$ cat src/rtl/fetch_sequencer_if.sv
// rtl/fetch_sequencer_if.sv - Host/decoder-to-sequencer signal bundle for fetch_sequencer
interface fetch_sequencer_if #(
    parameter int PC_W  = 32,
    parameter int CNT_W = 32
);
    logic             start;
    logic [PC_W-1:0]  start_addr;
    logic [8:0]       instruction;
    logic             branch;
    logic             zero;
    logic             halt;
    logic             stall;
    logic [PC_W-1:0]  pc;
    logic             instr_valid;
    logic             taken;
    logic             done;
    logic [CNT_W-1:0] retired;

    modport master (
        output start, start_addr, instruction, branch, zero, halt, stall,
        input  pc, instr_valid, taken, done, retired
    );

    modport slave (
        input  start, start_addr, instruction, branch, zero, halt, stall,
        output pc, instr_valid, taken, done, retired
    );
endinterface

$ cat src/rtl/fetch_sequencer.sv
// rtl/fetch_sequencer.sv - PC register with run/halt FSM, PC-relative branching and retire counter
module fetch_sequencer #(
    parameter int PC_W  = 32,
    parameter int CNT_W = 32
) (
    input  logic              clk,
    input  logic              reset,
    fetch_sequencer_if.slave  bus
);
    typedef enum logic [1:0] {
        IDLE   = 2'd0,
        RUN    = 2'd1,
        HALTED = 2'd2
    } state_t;

    state_t           state;
    logic [PC_W-1:0]  pc_q;
    logic [CNT_W-1:0] retired_q;

    logic             instr_valid_c;
    logic             taken_c;
    logic [PC_W-1:0]  offset;
    logic [PC_W-1:0]  pc_seq;
    logic [PC_W-1:0]  pc_target;
    logic [CNT_W-1:0] retired_inc;
    logic             unused_instr_bits;

    assign instr_valid_c = (state == RUN) && !bus.stall;
    assign taken_c       = instr_valid_c && !bus.halt && bus.branch && bus.zero;

    // Only the low 7 bits carry the branch offset; the opcode bits belong to the decoder.
    assign offset            = {{(PC_W-7){bus.instruction[6]}}, bus.instruction[6:0]};
    assign unused_instr_bits = &{1'b0, bus.instruction[8:7]};

    assign pc_seq      = pc_q + PC_W'(1);
    assign pc_target   = pc_seq + offset;
    assign retired_inc = (&retired_q) ? retired_q : retired_q + CNT_W'(1);

    always_ff @(posedge clk) begin
        if (reset) begin
            state     <= IDLE;
            pc_q      <= '0;
            retired_q <= '0;
        end else begin
            case (state)
                IDLE, HALTED: begin
                    if (bus.start) begin
                        state     <= RUN;
                        pc_q      <= bus.start_addr;
                        retired_q <= '0;
                    end
                end
                RUN: begin
                    // A stalled cycle freezes everything; halt/branch are only meaningful once it retires.
                    if (!bus.stall) begin
                        retired_q <= retired_inc;
                        if (bus.halt)
                            state <= HALTED;
                        else if (taken_c)
                            pc_q <= pc_target;
                        else
                            pc_q <= pc_seq;
                    end
                end
                default: state <= IDLE;
            endcase
        end
    end

    assign bus.pc          = pc_q;
    assign bus.retired     = retired_q;
    assign bus.instr_valid = instr_valid_c;
    assign bus.taken       = taken_c;
    assign bus.done        = (state == HALTED);
endmodule

$ cat src/flat_wrapper.sv
// flat-port wrapper written by rule: the top's interface ports become plain ports
module fetch_sequencer_flat 
#(
    parameter int PC_W  = 32,
    parameter int CNT_W = 32
)
  (clk, reset, bus_start, bus_start_addr, bus_instruction, bus_branch, bus_zero, bus_halt, bus_stall, bus_pc, bus_instr_valid, bus_taken, bus_done, bus_retired);
  fetch_sequencer_if #(.PC_W(PC_W), .CNT_W(CNT_W)) bus_i ();
  input  logic clk;
  input  logic reset;
  input wire logic [$bits(bus_i.start)-1:0] bus_start;
  input wire logic [$bits(bus_i.start_addr)-1:0] bus_start_addr;
  input wire logic [$bits(bus_i.instruction)-1:0] bus_instruction;
  input wire logic [$bits(bus_i.branch)-1:0] bus_branch;
  input wire logic [$bits(bus_i.zero)-1:0] bus_zero;
  input wire logic [$bits(bus_i.halt)-1:0] bus_halt;
  input wire logic [$bits(bus_i.stall)-1:0] bus_stall;
  output wire logic [$bits(bus_i.pc)-1:0] bus_pc;
  output wire logic [$bits(bus_i.instr_valid)-1:0] bus_instr_valid;
  output wire logic [$bits(bus_i.taken)-1:0] bus_taken;
  output wire logic [$bits(bus_i.done)-1:0] bus_done;
  output wire logic [$bits(bus_i.retired)-1:0] bus_retired;
  assign bus_i.start = bus_start;
  assign bus_i.start_addr = bus_start_addr;
  assign bus_i.instruction = bus_instruction;
  assign bus_i.branch = bus_branch;
  assign bus_i.zero = bus_zero;
  assign bus_i.halt = bus_halt;
  assign bus_i.stall = bus_stall;
  assign bus_pc = bus_i.pc;
  assign bus_instr_valid = bus_i.instr_valid;
  assign bus_taken = bus_i.taken;
  assign bus_done = bus_i.done;
  assign bus_retired = bus_i.retired;
  fetch_sequencer #(.PC_W(PC_W), .CNT_W(CNT_W)) u_core (.clk(clk), .reset(reset), .bus(bus_i));
endmodule
$ cat config.mk
export PLATFORM = sky130hd
export DESIGN_NAME = fetch_sequencer_flat
export DESIGN_NICKNAME = d
export VERILOG_FILES = /design/src/rtl/fetch_sequencer_if.sv /design/src/rtl/fetch_sequencer.sv /design/src/flat_wrapper.sv
export SDC_FILE = /design/constraint.sdc
export NUM_CORES = 1
export LEC_CHECK = 0
export CAP_MARGIN = 20
export CORE_ASPECT_RATIO = 2
export CORE_MARGIN = 2
export CORE_UTILIZATION = 47
export DETAILED_ROUTE_END_ITERATION = 8
export PLACE_DENSITY = 0.77
export SKIP_CTS_REPAIR_TIMING = 1
export SLEW_MARGIN = 5
export SYNTH_ARGS = -nofsm -noshare
export SYNTH_HDL_FRONTEND = slang
export SYNTH_SLANG_ARGS = --single-unit
$ cat constraint.sdc
create_clock -name clk -period 3.4 [get_ports clk]
set_clock_uncertainty 0.15 [all_clocks]
set_input_delay 0.85 -clock clk [delete_from_list [all_inputs] [get_ports clk]]
set_output_delay 0.85 -clock clk [all_outputs]
set_load 0.01 [all_outputs]
Word-level counts from Yosys, hierarchy flattened:

Index checks and enable logic that the tools add are counted.

* register bits after elaboration: 66
* bits in latches: 0
* bits in writable memories: 0
* bits in read-only memories: 0
* bits of input ports: 48
* memories: 0

* $add $sub $neg: 3
* $mul: 0
* div/mod/pow operators: 0
* order comparisons: 0
* eq/ne operators: 7
* shifts and indexed selects: 0
* muxes and demuxes: 13
* bitwise gates (word level): 0
* reductions and logical operators: 13

Operators with widths (number)
* 32-bit 2-to-1 mux: 7
* 32-bit case mux with 2 select lines: 2
* 32-bit by 1-bit adder with 32-bit output (second input constant): 2
* 32-bit adder: 1
* 32-bit AND reduction: 1
* 2-bit inequality test (second input constant): 5
* 4-bit AND reduction: 2
* 2-bit 2-to-1 mux: 3
* 1-bit logical AND: 4
* 2-bit case mux with 2 select lines: 1
* 3-bit AND reduction: 1
* 2-bit by 1-bit equality test with 1-bit output (second input constant): 1
* 2-bit equality test (second input constant): 1
* 1-bit zero test: 2
* 2-bit zero test: 1
* 2-bit nonzero test: 1
* 2-bit OR reduction: 1

Logic depth before layout (Yosys ltp):

Gate-level depths: netlist (run 1).

* depth after elaboration: 9
* mapped depth: 15
* mapped depth without buffers: 14

Worst setup path after synthesis (run 1):

Ideal clock, no wire load.

* kind: flip-flop to flip-flop
* from: register u_core.pc_q[2] (netlist: u_core.bus.pc[2])
* to: register u_core.pc_q[28] (netlist: u_core.bus.pc[28])
* library setup time: 124 ps
* arrival: 3205 ps
* slack: -79 ps
* stages on the path, launching flop included: 15
* path buffers: 0
* cells stage by stage: dfxtp_1 -> and3_1 -> nand2_1 -> nor2_1 -> nand2_1 -> xnor2_1 -> ha_1 -> and4_1 -> nand2_1 -> or4_4 -> a31oi_4 -> a21oi_2 -> o32ai_2 -> xnor2_1 -> a21oi_1

* word-level cells in the longest chain between the ends: 6

Ends and longest elaborated chain
* start, declared: line fetch_sequencer.sv:17 `logic [PC_W-1:0] pc_q;`
* start signal, assigned: line fetch_sequencer.sv:49 `pc_q <= bus.start_addr;`
* start signal, assigned: line fetch_sequencer.sv:60 `pc_q <= pc_target;`
* start signal, assigned: line fetch_sequencer.sv:62 `pc_q <= pc_seq;`
* 32-bit by 1-bit adder with 32-bit output *: line fetch_sequencer.sv:35 `assign pc_seq = pc_q + PC_W'(1);`
* 32-bit adder: line fetch_sequencer.sv:36 `assign pc_target = pc_seq + offset;`
* 32-bit 2-to-1 mux *: line fetch_sequencer.sv:59 `else if (taken_c)`
* 32-bit 2-to-1 mux *: line fetch_sequencer.sv:57 `if (bus.halt)`
* 32-bit 2-to-1 mux *: line fetch_sequencer.sv:55 `if (!bus.stall) begin`
* 32-bit case mux with 2 select lines *: line fetch_sequencer.sv:45 `case (state)`

Every way passes the cells marked *; elsewhere a longest branch is shown, timed or not. The select of a mux whose other input is x is not followed.
A chain may end at the register's enable or synchronous reset.

Worst setup path in the final report (run 1):

* from: register u_core.pc_q[2] (netlist: u_core.bus.pc[2])
* to: register u_core.pc_q[16] (netlist: u_core.bus.pc[16])

Same word-level chain as after synthesis.

==> flow_summary.yaml, run 1 <==
status:
  outcome: "finished, violations left"
  violations: "negative setup slack"
floorplanning:
  start_util_pct: 47.7
  core_area_um2: 12000
  die_x_um: 82.0
  die_height_um: 160
  design.die.area_um2: 13100
  ios: 115
  rows: 57
layout:
  n_fill_cell: 940
  layout.cells.non_filler: 1154
  fin_util_pct: 72.7
  nets: 1091
  drive_gt1_share_pct: 23.0
  n_antenna_cell: 0
  syn_to_final_growth_pct: 52.4
timing:
  rsz0062_at_grt: "yes"
  setup_ws_ns: -0.0553
  drv_slew: 0
  fmax_ghz: 0.289
  post-route-period-util_pct: 102
  tightestPinTransition_ns: 0.554
  final-setup-viol-count: 4
  relSlewSlack_pct: 63.0
  hold_violations: 0
  period_needed_ns: 3.46
worst_setup_path:
  cp_max_fo: 3
  crit_required_ns: 3.50
  critPathKind: "register to register"
  slowest_delay_ns: 0.58
  r2r_slack_ns: -0.06
  critPathTopFamily: "simple AND/OR/NAND/NOR gates"
  crit_buf_inv: 3
  rr_endpoint: "u_core.bus.pc[16]"
  endpoint_kind: "register"
  worstPathCellList: "and3_4, buf_6, and2_4, and3_4, xor2_4, ha_4, and4_4, nand2_2, or4_4, a31oi_4, buf_4, buf_4, xor2_1, nand2_1, a211oi_1"
  cpMaxStageDelayCell: "or4_4"
  reg2reg_depth: 15
  critPathArrivalTime_ns: 3.56
  worstSetupStartpointType: "register"
  rr_startpoint: "u_core.bus.pc[2]"
route:
  dr_total_vias: 6928
  viasPerCell: 6.00
  drtAntennaViolNets: 0
  drc: 0
  wl_per_cell_um: 17.7
  drtPass1Iterations: 5
  drt_iter0_drc: 478
  totalWireLength_mm: 20.5
power:
  p_int_mw: 2.14
  finalPower_mw: 3.16
  ir_worst_vdd_uv: 345
  p_per_area_nw_per_um2: 363
  comb_power_share_pct: 38.3
  seqPwrFrac_pct: 27.1
  leakagePower_nw: 3.52
  power.share.switching_pct: 32.2
  p_sw_mw: 1.02
  p_clk_share_pct: 34.6
synthesis:
  synth_fp_nets: 848
  netlist.area_leader.share_pct: 23.1
  ys_types: 66
  syn_area_per_cell_um2: 7.53
  ys_seq_elements: 66
  synth_area_um2: 5720
  yosys_warnings: 0
  synth_top_cells_by_area: "dfxtp_1, ha_1, xnor2_1, a21oi_1, nand2_1"
  synth_edf_count: 0
  synth_cells: 759
  yosysSeqAreaShare_pct: 23.1
  synth_top_flop_cell: "dfxtp_1"
  postSynth.asyncResetShare_pct: 0
  synth_top_area_cell: "dfxtp_1"
cts:
  cts_root_buf: "clkbuf_16"
  cts_tree: "yes"
  htree_levels: 3
  clk_latency_ns: 0.34
  cts_buffers: 9
  cts_num_sinks: 66
  clock_path_buffers: 2
  path_clk_slew_ns: 0.06
global_routing:
  overflow: 0
  grt_pass1_wl_mm: 31.1
  grt_pass1_vias: 6660
  grt_max_degree: 38
  antenna_found_initial: 0
  track_usage_pct: 29.9
hold_path:
  min_path_type: "register to register"
  hp-start: "u_core.bus.retired[5]"
  holdPathStages: 2
  hold_end: "u_core.bus.retired[5]"
run:
  max_cap_viol_count: 0
placement:
  io_buffers: 112
  placed_cells: 1128
  gp_congestion: 0.969
  place_ws_ns: -0.436
  place_hpwl_mm: 14.5
-- per-layer routing --
metal,part of all wire [%],vias up,global-route usage [%],wire [µm]
met3,5.6,58,5.31,1150
met4,3.1,0,12.7,641
met2,51,266,50.6,10500
li1,-,3313,-,-
met5,0,-,0,0
met1,40,3291,36.0,8160
-- sequential cells by signal, indices dropped and copies added (netlist names) --
register            cells
u_core.bus.pc          32
u_core.state            2
u_core.bus.retired     32
-- cells in the mapped netlist, types with 3 or more instances --
| cell | instances |
|---|---|
| nand2_1 | 76 |
| nor2_1 | 69 |
| dfxtp_1 | 66 |
| a21oi_1 | 64 |
| xnor2_1 | 44 |
| nand3_1 | 41 |
| ha_1 | 40 |
| clkbuf_1 | 32 |
| o21ai_0 | 32 |
| nand4_1 | 27 |
| xor2_1 | 24 |
| or3_1 | 17 |
| a211oi_1 | 15 |
| inv_1 | 15 |
| o21ai_1 | 15 |
| and3_1 | 14 |
| nor3_1 | 13 |
| and4_1 | 11 |
| a221oi_1 | 10 |
| a21o_1 | 9 |
| and2_1 | 8 |
| nand2b_1 | 7 |
| o211a_1 | 7 |
| a31oi_1 | 6 |
| nor2b_1 | 6 |
| a221o_1 | 5 |
| a311oi_1 | 5 |
| buf_2 | 5 |
| o211ai_1 | 5 |
| o21bai_1 | 5 |
| o31ai_1 | 5 |
| a21boi_0 | 4 |
| nand3b_1 | 4 |
| o21a_1 | 4 |
| a222oi_1 | 3 |
| a22oi_1 | 3 |
| nor3_2 | 3 |
| nor4_1 | 3 |
| o2111ai_1 | 3 |
| o221ai_1 | 3 |
-- cells in the final DEF, fill, tap and decap left out, drive strengths merged, types with 6 or more instances in the layout --
cell,n
a211oi,15
a21o,9
a21oi,65
a221oi,10
a31oi,8
and2,8
and3,14
and4,13
buf,159
clkbuf,10
clkdlybuf4s50,109
dfxtp,66
ha,40
inv,17
nand2,76
nand2b,7
nand3,41
nand4,27
nor2,69
nor2b,6
nor3,16
o211a,7
o211ai,6
o21ai,47
or3,17
xnor2,44
xor2,24
-- tightest hold or removal path, stage by stage, from the launching register on --
cell and delay (ns):
dfxtp_1 0.33, o21ai_0 0.08, a21oi_1 0.06
-- metrics by stage --
| stage | hold WS, ns | cell area [µm²] | setup TNS (ns) |
|---|---|---|---|
| 6_report | 0.366 | 8710 | -0.185 |
| 5_1_grt | 0.385 | 8710 | -1.14 |
| 4_1_cts | 0.365 | 8360 | -0.439 |
| 3_5_place_dp | 0.345 | 8020 | -5.32 |
| 3_3_place_gp | 0.333 | 8020 | -4.75 |
| 2_1_floorplan | 0.365 | 5720 | 0 |
-- worst max path at each step --
| stage | endpoint | depth (start not counted) | slack, ns | from |
|---|---|---|---|---|
| detailed placement | u_core.bus.pc[30] | 10 | -0.44 | bus_instruction[0] |
| finish | u_core.bus.pc[16] | 15 | -0.06 | u_core.bus.pc[2] |
| global route | u_core.bus.pc[24] | 14 | -0.18 | u_core.bus.pc[2] |
| floorplan | u_core.bus.pc[28] | 14 | 0.03 | u_core.bus.pc[2] |
| CTS | u_core.bus.pc[30] | 14 | -0.11 | u_core.bus.pc[4] |
| global placement | u_core.bus.pc[30] | 10 | -0.37 | bus_instruction[0] |
-- cell type report --
type                    count  area [µm²]  area share (%)
multi-input cells         638        4440            51.0
repair buffers            271        2360            27.0
flip-flops and latches     66        1330            15.2
clock buffers              10         229            2.63
well taps                 147         184            2.11
clock inverters             6         114            1.31
inverters                  16        60.1           0.689
-- power by group through the flow --
stage	Sequential (mW)	Clock, mW	Combinational [mW]
after global routing	0.861	1.13	1.30
after detailed placement	0.868	0	1.11
after floorplan	0.898	0	0.554
after CTS	0.851	1.11	1.13
after global placement	0.866	0	1.09
final	0.856	1.09	1.21
-- cell families (layout without fill, tap and decap cells) --
kind of cell    Yosys count  count (layout)  synth area share, %
xor+xnor                 68              68                 10.4
simple gates            306             306                 27.1
fa+ha+maj                41              41                 9.10
buf+inv                  55             303                 3.85
mux                       3               3                0.569
compound gates          220             220                 25.8
flops                    66              66                 23.1
Note: power is estimated with default switching activity, not from simulation.
==> run 2, diff against run 1 <==
--- a/config.mk
+++ b/config.mk
@@ -6,11 +6,12 @@
 export NUM_CORES = 1
 export LEC_CHECK = 0
 export CAP_MARGIN = 20
-export CORE_ASPECT_RATIO = 2
+export CORE_ASPECT_RATIO = 1.25
 export CORE_MARGIN = 2
 export CORE_UTILIZATION = 47
 export DETAILED_ROUTE_END_ITERATION = 8
 export PLACE_DENSITY = 0.77
+export SETUP_SLACK_MARGIN = 0.02
 export SKIP_CTS_REPAIR_TIMING = 1
 export SLEW_MARGIN = 5
 export SYNTH_ARGS = -nofsm -noshare
==> flow_summary.yaml, run 2 (same netlist as run 1, synthesis figures left out) <==
route:
  totalWireLength_mm: 21.9
  dr_total_vias: 7087
  wl_per_cell_um: 18.7
  drt_iter0_drc: 577
  drtPass1Iterations: 5
  drc: 0
  viasPerCell: 6.05
  drtAntennaViolNets: 0
status:
  violations: "negative setup slack"
  outcome: "finished, violations left"
placement:
  place_ws_ns: -0.444
  io_buffers: 112
  placed_cells: 1147
  post_dp_cell_area_um2: 8050
  place_hpwl_mm: 15.6
  gp_congestion: 0.955
timing:
  final-setup-viol-count: 1
  tightestPinTransition_ns: 0.480
  post-route-period-util_pct: 101
  setup_ws_ns: -0.0198
  drv_slew: 0
  fmax_ghz: 0.292
  hold_violations: 0
  period_needed_ns: 3.42
  rsz0062_at_grt: "yes"
  relSlewSlack_pct: 67.9
worst_setup_path:
  worstSetupStartpointType: "register"
  rr_endpoint: "u_core.bus.pc[24]"
  critPathKind: "register to register"
  worstPathCellList: "and3_4, nand2_4, nor2_4, nand2_4, xnor2_2, ha_1, and4_1, nand2_1, or4_4, a31oi_4, a211oi_4, xnor2_2, a222oi_1, nor2_1"
  endpoint_kind: "register"
  rr_startpoint: "u_core.bus.pc[2]"
  crit_required_ns: 3.48
  critPathArrivalTime_ns: 3.50
  reg2reg_depth: 14
  startpoint: "u_core.bus.pc[2]"
  cp_max_fo: 5
  r2r_slack_ns: -0.02
  cpMaxStageDelayCell: "or4_4"
  slowest_delay_ns: 0.48
floorplanning:
  design.die.area_um2: 13100
  die_x_um: 103
  rows: 45
  core_area_um2: 12000
  die_height_um: 127
  start_util_pct: 47.7
  ios: 115
layout:
  fin_area_um2: 8890
  mostFrequentLayoutCells: "buf_4, clkdlybuf4s50_1, nand2_1, nor2_1"
  nets: 1091
  layout.cells.non_filler: 1171
  n_fill_cell: 909
  syn_to_final_growth_pct: 55.5
  fin_util_pct: 74.1
  drive_gt1_share_pct: 25.9
  final_common_cell: "buf_4"
  n_antenna_cell: 0
hold_path:
  min_path_type: "register to register"
  holdPathStages: 2
  hold_end: "u_core.bus.retired[5]"
  hp-start: "u_core.bus.retired[5]"
global_routing:
  antenna_found_initial: 0
  grt_pass1_vias: 6925
  overflow: 0
  grt_max_degree: 35
  grt_pass1_wl_mm: 33.1
  track_usage_pct: 32.1
power:
  power.share.switching_pct: 34.6
  p_sw_mw: 1.08
  p_per_area_nw_per_um2: 350
  p_int_mw: 2.03
  leakagePower_nw: 3.58
  seqPwrFrac_pct: 27.6
  ir_worst_vdd_uv: 197
  comb_power_share_pct: 41.2
  p_clk_share_pct: 31.2
  finalPower_mw: 3.11
cts:
  htree_levels: 3
  clock_path_buffers: 2
  cts_root_buf: "clkbuf_16"
  clk_latency_ns: 0.35
  path_clk_slew_ns: 0.06
  cts_num_sinks: 66
  cts_buffers: 9
  cts_tree: "yes"
run:
  max_cap_viol_count: 0
==> run 2: cell count changes in the layout (fill, tap and decap cells not counted), sizes merged <==
| cell | before | now |
|---|---|---|
| clkdlybuf4s50 | 109 | 106 |
| dlymetal6s2s | 3 | 6 |
| inv | 17 | 18 |
| clkinv | 0 | 2 |
| clkbuf | 10 | 9 |
| bufinv | 3 | 1 |
==> run 2: worst max path at each step <==
stage / endpoint
final: u_core.bus.pc[24]
after global placement: u_core.bus.pc[22]
after floorplan: u_core.bus.pc[28]
after CTS: u_core.bus.pc[29]
after global routing: u_core.bus.pc[29]
after detailed placement: u_core.bus.pc[22]
==> run 2: power groups by stage <==
stage	Combinational, mW	Sequential, mW	Clock (mW)
final	1.28	0.859	0.968
after global routing	1.37	0.861	1.01
after floorplan	0.554	0.898	0
after detailed placement	1.14	0.868	0
after global placement	1.11	0.865	0
after CTS	1.15	0.852	0.982
==> run 2: final cells by class <==
cell class	count	area, µm²	share of cell area [%]
inverters	16	60.1	0.675
clock buffers	9	225	2.53
multi-input cells	638	4620	52.0
clock inverters	7	76.3	0.858
flip-flops and latches	66	1340	15.0
repair buffers	271	2360	26.6
well taps	164	205	2.31
==> run 2: per-layer routing <==
metal / routed length, µm / global-route usage (%) / up-vias
met5: 0 / 0 / -
met4: 1170 / 16.3 / 0
met3: 1700 / 5.31 / 98
met2: 10800 / 55.9 / 362
met1: 8230 / 37.2 / 3311
li1: - / - / 3316
==> run 2: critical path: cells and delay by family, from the launching register on <==
| kind | cells | cell delay (ns) |
|---|---|---|
| DFF | 1 | 0.35 |
| AOI/OAI and AO/OA | 3 | 0.72 |
| and+or+nand+nor | 8 | 1.47 |
| xor gates and xnor gates | 2 | 0.31 |
| adders and majority gates | 1 | 0.30 |
==> run 2: metrics by stage <==
step                      setup TNS [ns]  hold slack [ns]
after global placement             -5.69            0.340
after detailed placement           -6.48            0.354
after global routing              -0.504            0.390
after CTS                         -0.863            0.364
final                            -0.0198            0.367
after floorplan                        0            0.365
==> run 3, diff against run 2 <==
--- a/config.mk
+++ b/config.mk
@@ -17,3 +17,4 @@
 export SYNTH_ARGS = -nofsm -noshare
 export SYNTH_HDL_FRONTEND = slang
 export SYNTH_SLANG_ARGS = --single-unit
+export TNS_END_PERCENT = 50
==> flow_summary.yaml, run 3 (same netlist as run 1, synthesis figures left out) <==
worst_setup_path:
  slowest_delay_ns: 0.35
  crit_required_ns: 3.48
  r2r_slack_ns: 0.002
  critPathArrivalTime_ns: 3.48
  worstPathCellList: "and3_4, nand2_4, nor2_4, buf_6, nand3_1, xnor2_2, ha_4, buf_4, nand4_1, nor3_1, a21oi_2, a211oi_2, buf_4, o211a_1, nor3_1"
  critPathTopFamily: "simple AND/OR/NAND/NOR gates"
  cp.depth: 15
  rr_startpoint: "u_core.bus.pc[2]"
  worstSetupStartpointType: "register"
  rr_endpoint: "u_core.bus.pc[29]"
  endpoint_kind: "register"
  reg2reg_depth: 15
  startpoint: "u_core.bus.pc[2]"
  crit_path_end: "u_core.bus.pc[29]"
  cp_max_fo: 6
  cpMaxStageDelayCell: "dfxtp_2"
  critPathKind: "register to register"
  crit_buf_inv: 3
cts:
  cts_root_buf: "clkbuf_16"
  cts_num_sinks: 66
  clk_latency_ns: 0.35
  path_clk_slew_ns: 0.06
  htree_levels: 3
  cts_tree: "yes"
  clock_path_buffers: 2
  cts_buffers: 9
floorplanning:
  ios: 115
  die_height_um: 127
  rows: 45
  die_x_um: 103
  start_util_pct: 47.7
  core_area_um2: 12000
  design.die.area_um2: 13100
route:
  drtPass1Iterations: 5
  drt_iter0_drc: 517
  viasPerCell: 6.05
  totalWireLength_mm: 21.9
  drtAntennaViolNets: 0
  drc: 0
  dr_total_vias: 7085
  wl_per_cell_um: 18.7
placement:
  place_hpwl_mm: 15.6
  gp_congestion: 0.955
  io_buffers: 112
global_routing:
  antenna_found_initial: 0
  overflow: 0
  track_usage_pct: 32.1
  grt_pass1_wl_mm: 33.1
  grt_pass1_vias: 6925
  grt_max_degree: 35
timing:
  fmax_ghz: 0.294
  post-route-period-util_pct: 99.9
  tightestPinTransition_ns: 0.489
  relSlewSlack_pct: 67.4
  rsz0062_at_grt: "yes"
  drv_slew: 0
  period_needed_ns: 3.40
  final-setup-viol-count: 0
  hold_violations: 0
  timing.hold.ws_ns: 0.367
status:
  outcome: "complete, no violations"
layout:
  syn_to_final_growth_pct: 55.5
  mostFrequentLayoutCells: "buf_4, clkdlybuf4s50_1, nand2_1, nor2_1"
  final_common_cell: "buf_4"
  n_antenna_cell: 0
  drive_gt1_share_pct: 25.9
  nets: 1091
power:
  leakagePower_nw: 3.58
  finalPower_mw: 3.11
  p_per_area_nw_per_um2: 350
  ir_worst_vdd_uv: 199
run:
  max_cap_viol_count: 0
hold_path:
  min_path_type: "register to register"
  holdPathStages: 2
==> run 3: how the worst min path moves through the flow <==
stage / from / slack (ns) / end
detailed placement: u_core.bus.retired[31] / 0.35 / u_core.bus.retired[31]
global route: u_core.bus.retired[31] / 0.39 / u_core.bus.retired[31]
floorplan: u_core.bus.retired[31] / 0.36 / u_core.bus.retired[31]
finish: u_core.bus.retired[5] / 0.37 / u_core.bus.retired[5]
global placement: u_core.bus.retired[31] / 0.34 / u_core.bus.retired[31]
CTS: u_core.bus.retired[31] / 0.36 / u_core.bus.retired[31]
==> run 3: layout make-up <==
class,count,area (µm²)
inverters,16,60.1
multi-input cells,638,4620
well taps,164,205
clock inverters,7,76.3
repair buffers,271,2360
fillers,909,3110
flip-flops and latches,66,1340
clock buffers,9,225
==> run 3: layer usage <==
layer / GRT usage (%) / up-vias / wire length (µm)
li1: - / 3312 / -
met1: 37.2 / 3310 / 8310
met2: 55.9 / 373 / 10900
met3: 5.31 / 90 / 1610
met4: 16.3 / 0 / 1060
met5: 0 / - / 0
==> run 3: tightest hold or removal path, delay by kind of cell, from the launching register on <==
family         cells  cell delay (ns)
flip-flops         1             0.33
AO/OA/AOI/OAI      2             0.14
==> run 3: through the flow <==
stage                     worst slack (ns)  cells  setup TNS [ns]  utilization [%]  instance area [µm²]
after floorplan                     0.0290    759               0                -                 5720
after global routing                -0.133   1171          -0.517             74.1                 8890
final                              0.00231   1171               0             74.1                 8890
after global placement              -0.428   1147           -5.69             67.1                 8050
after CTS                           -0.179   1163          -0.863             69.6                 8350
after detailed placement            -0.444   1147           -6.48             67.1                 8050
==> run 3: power breakdown <==
| part | internal, mW | leakage [nW] | switching, mW | total, mW |
|---|---|---|---|---|
| logic | 0.642 | 2.89 | 0.637 | 1.28 |
| registers | 0.817 | 0.542 | 0.0429 | 0.859 |
| clock network | 0.573 | 0.142 | 0.397 | 0.970 |
| total | 2.03 | 3.58 | 1.08 | 3.11 |
